**config.mk**
```make
export PLATFORM = sky130hd
export DESIGN_NAME = inst_fetch_unit
export DESIGN_NICKNAME = d
export VERILOG_FILES = /design/src/rtl/inst_fetch_unit.sv
export SDC_FILE = /design/constraint.sdc
export NUM_CORES = 1
export LEC_CHECK = 0
export BUFFER_PORTS_ARGS = -buffer_cell sky130_fd_sc_hd__buf_4
export CAP_MARGIN = 20
export CORE_MARGIN = 8
export CORE_UTILIZATION = 55
export CTS_CLUSTER_SIZE = 16
export DETAILED_ROUTE_END_ITERATION = 8
export PLACE_DENSITY = 0.93
export SLEW_MARGIN = 20
export SYNTH_ARGS = -nofsm -noshare
export SYNTH_HDL_FRONTEND = slang
export SYNTH_SLANG_ARGS = --single-unit
```
**constraint.sdc**
```tcl
create_clock -name clk -period 3.55 [get_ports clk]
set_input_delay 0.1775 -clock clk [delete_from_list [all_inputs] [get_ports clk]]
set_output_delay 0.1775 -clock clk [all_outputs]
set_load 0.03 [all_outputs]
```
**src/rtl/inst_fetch_unit.sv**
```systemverilog
// Instruction fetch unit: reads opcode/operand byte pairs from program memory
// and presents them to the fetch stage as 16-bit segments with their next-PC.
module inst_fetch_unit #(
  parameter int                ADDR_W     = 8,
  parameter logic [ADDR_W-1:0] RESET_PC   = '0,
  parameter logic [7:0]        NOP_OPCODE = 8'h00
) (
  input  logic              clk,
  input  logic              rst_n,
  output logic [ADDR_W-1:0] pm_addr,
  output logic              pm_req,
  input  logic              pm_ack,
  input  logic [7:0]        pm_rdata,
  output logic [15:0]       seg_out,
  output logic [ADDR_W-1:0] npc_out,
  output logic              seg_valid,
  input  logic              seg_ready,
  input  logic              l_pc,
  input  logic [ADDR_W-1:0] pc_target
);

  typedef enum logic [1:0] {
    FLUSH    = 2'd0,
    FETCH_OP = 2'd1,
    FETCH_OR = 2'd2
  } state_t;

  state_t            r_state;
  state_t            w_next_state;
  logic [ADDR_W-1:0] r_fetch_pc;
  logic [7:0]        r_opcode_hold;
  logic [15:0]       r_seg_out;
  logic [ADDR_W-1:0] r_npc_out;
  logic              r_seg_valid;
  logic              w_pm_req;
  logic              w_op_take;
  logic              w_or_take;

  always_ff @(posedge clk or negedge rst_n) begin
    if (!rst_n) begin
      r_state <= FLUSH;
    end else begin
      r_state <= w_next_state;
    end
  end

  // A redirect overrides every transition and also masks both byte captures.
  always_comb begin
    w_next_state = r_state;
    w_pm_req     = 1'b0;
    unique case (r_state)
      FLUSH: begin
        w_next_state = FETCH_OP;
      end
      FETCH_OP: begin
        w_pm_req = 1'b1;
        if (pm_ack) w_next_state = FETCH_OR;
      end
      FETCH_OR: begin
        w_pm_req = !r_seg_valid || seg_ready;
        if (w_pm_req && pm_ack) w_next_state = FETCH_OP;
      end
      default: begin
        w_next_state = FLUSH;
      end
    endcase
    if (l_pc) w_next_state = FLUSH;
    w_op_take = (r_state == FETCH_OP) && pm_ack && !l_pc;
    w_or_take = (r_state == FETCH_OR) && w_pm_req && pm_ack && !l_pc;
  end

  always_ff @(posedge clk or negedge rst_n) begin
    if (!rst_n) begin
      r_fetch_pc    <= RESET_PC;
      r_opcode_hold <= 8'h00;
      r_seg_out     <= {NOP_OPCODE, 8'h00};
      r_npc_out     <= RESET_PC;
      r_seg_valid   <= 1'b0;
    end else begin
      if (l_pc) begin
        r_fetch_pc <= pc_target;
      end else if (w_op_take || w_or_take) begin
        r_fetch_pc <= r_fetch_pc + ADDR_W'(1);
      end
      if (w_op_take) begin
        r_opcode_hold <= pm_rdata;
      end
      if (w_or_take) begin
        r_seg_out <= {r_opcode_hold, pm_rdata};
        r_npc_out <= r_fetch_pc + ADDR_W'(1);
      end
      // A load on the same edge as a consume keeps the buffer occupied.
      if (l_pc) begin
        r_seg_valid <= 1'b0;
      end else if (w_or_take) begin
        r_seg_valid <= 1'b1;
      end else if (seg_ready) begin
        r_seg_valid <= 1'b0;
      end
    end
  end

  assign pm_addr   = r_fetch_pc;
  assign pm_req    = w_pm_req;
  assign seg_out   = r_seg_out;
  assign npc_out   = r_npc_out;
  assign seg_valid = r_seg_valid;

endmodule

```
==> run summary <==
Status = completed
Clk sink count = 43
Fin crit period = 2.27 ns
Global-route wire length before repair = 7.37 mm
CP Max Fanout = 25
DRT Pass-1 Iters = 4
Die Ht = 76.0 um
# nets final = 249
# setup viols final = 0
Filler cell count = 238
Top post-synthesis cells by area = dfrtp_1 (54%), mux2_1 (9.1%), mux2_2 (5.1%)
Final Cycle Share = 64.1%
Async S/R FF share, synth = 100%
Clk pwr share = 17.2%
Worst vdd ir = 0.377 mV
GP Congestion = 0.831
Lkg Pwr = 1.21 nW
Rel. slew slack = 32.4%
Largest net degree at the start of global routing = 44
Area occupied by multi-input gates = 833 sq um
Final Instance Area = 2480 sq um
Syn_area_per_cell = 11.7 sq um
CP Data Arrival Time = 2.56 ns
Clk pin slew, worst setup/hold paths = 0.12 ns
Non-Filler Instances = 270
Adder-Cell Fraction of Synth Area = 3.16%
Main combinational cell family by area after synthesis = multiplexers
DR iter-0 viols = 128
Post_cts resized = 0
Xor-xnor portion of the synthesized cell area = 2.66%
Max-cap violations = 0
Area leader, netlist = dfrtp_1
CP required = 3.84 ns
WL per Instance = 16.2 um
Total clock buffers created by CTS = 5
P_int = 0.977 mW
Crit path launch type = flop
Routed Antenna Nets = 0
Post-detail-place hpwl = 3.19 mm
Final-report max-slew violation count = 0
Vias in the first global route = 1,500
CP Class = flop to flop
Antenna Cells = 0
Total congestion overflow = 0
Logic pwr share = 36.9%
Vias/cell = 5.57
TritonCTS clock tree = built
Gr usage total = 15.4%
Sequential Area = 1080 sq um
Die W = 76.0 um
Placed inst area = 2400 sq um
Unrepaired setup endpoints after global routing = no
Switching share of power = 37.1%
H-Tree Depth = 2
CTS Buffer Depth = 2
Ys Warns = 0
Clock root buffer = clkbuf_4
Worst clock skew = 0.00927 ns
Hold Violations, Final = 0
Mux contribution to synthesized area = 14.7%
Port Buffers = 54
Max frequency = 440 MHz
Post-synth top area share = 54.4%
Final WL = 4.36 mm
Effective utilization at floorplan = 58.3%
Layout cells sized above 1 = 32.6%
Vias post-DR = 1,503
FP Rows = 21
Layout area overhead = 25.3%
Clock Latency Late Sink = 0.35 ns
Post-synth EDFFs = 0
Sw power = 0.577 mW
Top-count cell post-synth = dfrtp_1
Post-Syn Instances = 169
Share of the yosys chip area belonging to registers = 54.4%
HP Class = primary input to flop
Antenna violations before repair = 0
Main synth FF type = dfrtp_1
Number of distinct library cells after synthesis = 35
DRC viols = 0
Post-synth top cells = dfrtp_1 (43), mux2_1 (16), nor2_1 (12), a21oi_1 (10), mux2_2 (9)
Seq pwr share = 45.9%
CP Capture Type = flop
Synth Area in Compound Gates = 10.2%
Hold buffer count at cts = 1
Post-Synth Simple-Gate Area = 11.4%
Power Density = 627 nW/um^2
Die ar. = 5770 sq um
# IOs = 55
Mapped Nets = 195
Post-synthesis instance area = 1980 sq um
Tightest Pin Transition = 1.01 ns
Post-CTS Setup Inserts = 0
Synthesis-stage register bit count = 43
Core area = 3390 sq um
Setup TNS = 0 ns
Placed Cells incl. Taps = 261
[through the flow]
step / power (mW) / util [%] / setup slack, ns / hold WS (ns)
final: 1.55 / 73.1 / 1.28 / 0.0567
after global routing: 1.64 / 73.1 / 1.09 / 0.0257
after CTS: 1.57 / 73.1 / 1.29 / 0.0353
after detailed placement: 1.30 / 70.8 / 1.30 / 0.194
after global placement: 1.28 / 70.8 / 1.38 / 0.190
after floorplan: 1.06 / - / 1.70 / -0.118
[final timing paths]
check	from	depth (start not counted)	slack (ns)	to
min in group asynchronous	rst_n	2	0.33	pm_addr[4]
min reg2reg	r_opcode_hold[4]	1	0.50	seg_out[12]
min	pm_rdata[1]	2	0.06	seg_out[1]
max	r_state[0]	5	1.28	npc_out[0]
max in group asynchronous	rst_n	2	2.85	seg_out[3]
max reg2reg	r_state[0]	5	1.28	npc_out[0]
[cell usage in the layout, fill, tap and decap left out, types with 2 or more instances in the layout]
master,netlist,routed
buf_4,3,55
dfrtp_1,43,43
mux2_1,16,16
nor2_1,12,12
a21oi_1,10,10
mux2_2,9,9
nand3_1,6,6
o21ai_0,6,6
nand2_1,6,6
a31oi_1,6,6
xor2_1,5,5
ha_1,5,5
clkbuf_4,0,5
inv_1,4,4
nor2b_1,4,4
or3_1,3,3
nor3_1,3,3
nand2b_1,2,2
o31a_1,2,2
o31ai_1,2,2
or4_1,2,2
a22oi_1,2,2
clkbuf_8,0,2
[sequential cells by signal (all words and copies together), names as in the netlist]
signal         count
npc_out            8
seg_out           16
r_state            2
seg_valid          1
r_opcode_hold      8
pm_addr            8
[power groups by stage]
stage | Clock [mW] | Combinational, mW | Sequential (mW)
finish | 0.267 | 0.574 | 0.712
detailed placement | 0 | 0.579 | 0.720
global placement | 0 | 0.565 | 0.713
global route | 0.296 | 0.615 | 0.731
CTS | 0.275 | 0.583 | 0.712
floorplan | 0 | 0.188 | 0.876
[layer usage]
| metal | vias to the layer above | global-route usage (%) | routed length [um] |
|---|---|---|---|
| met3 | 7 | 6.60 | 360 |
| met1 | 731 | 18.7 | 1890 |
| met5 | - | 0 | 0 |
| met2 | 56 | 23.7 | 2030 |
| li1 | 709 | - | - |
| met4 | 0 | 5.69 | 78 |
[worst max-delay path: stages (launching register included)]
cell	delay, ns
dfrtp_1	0.45
inv_1	0.11
ha_1	0.31
o2111a_1	0.88
buf_4	0.28
mux2i_1	0.18
[final cells by class]
cell class / instances / area share [%]
tap: 46 / 2.32
multi-input combinational: 112 / 33.6
inverter: 5 / 0.758
timing repair buffer: 56 / 17.1
clock buffer: 8 / 2.78
sequential: 43 / 43.4
[logic make-up after synthesis]
kind of cell | Yosys count
buf+inv | 14
xor+xnor | 6
fa+ha+maj | 5
mux | 26
flops | 43
simple gates | 43
compound gates | 32
No activity file was read; power rests on OpenSTA's default activity.
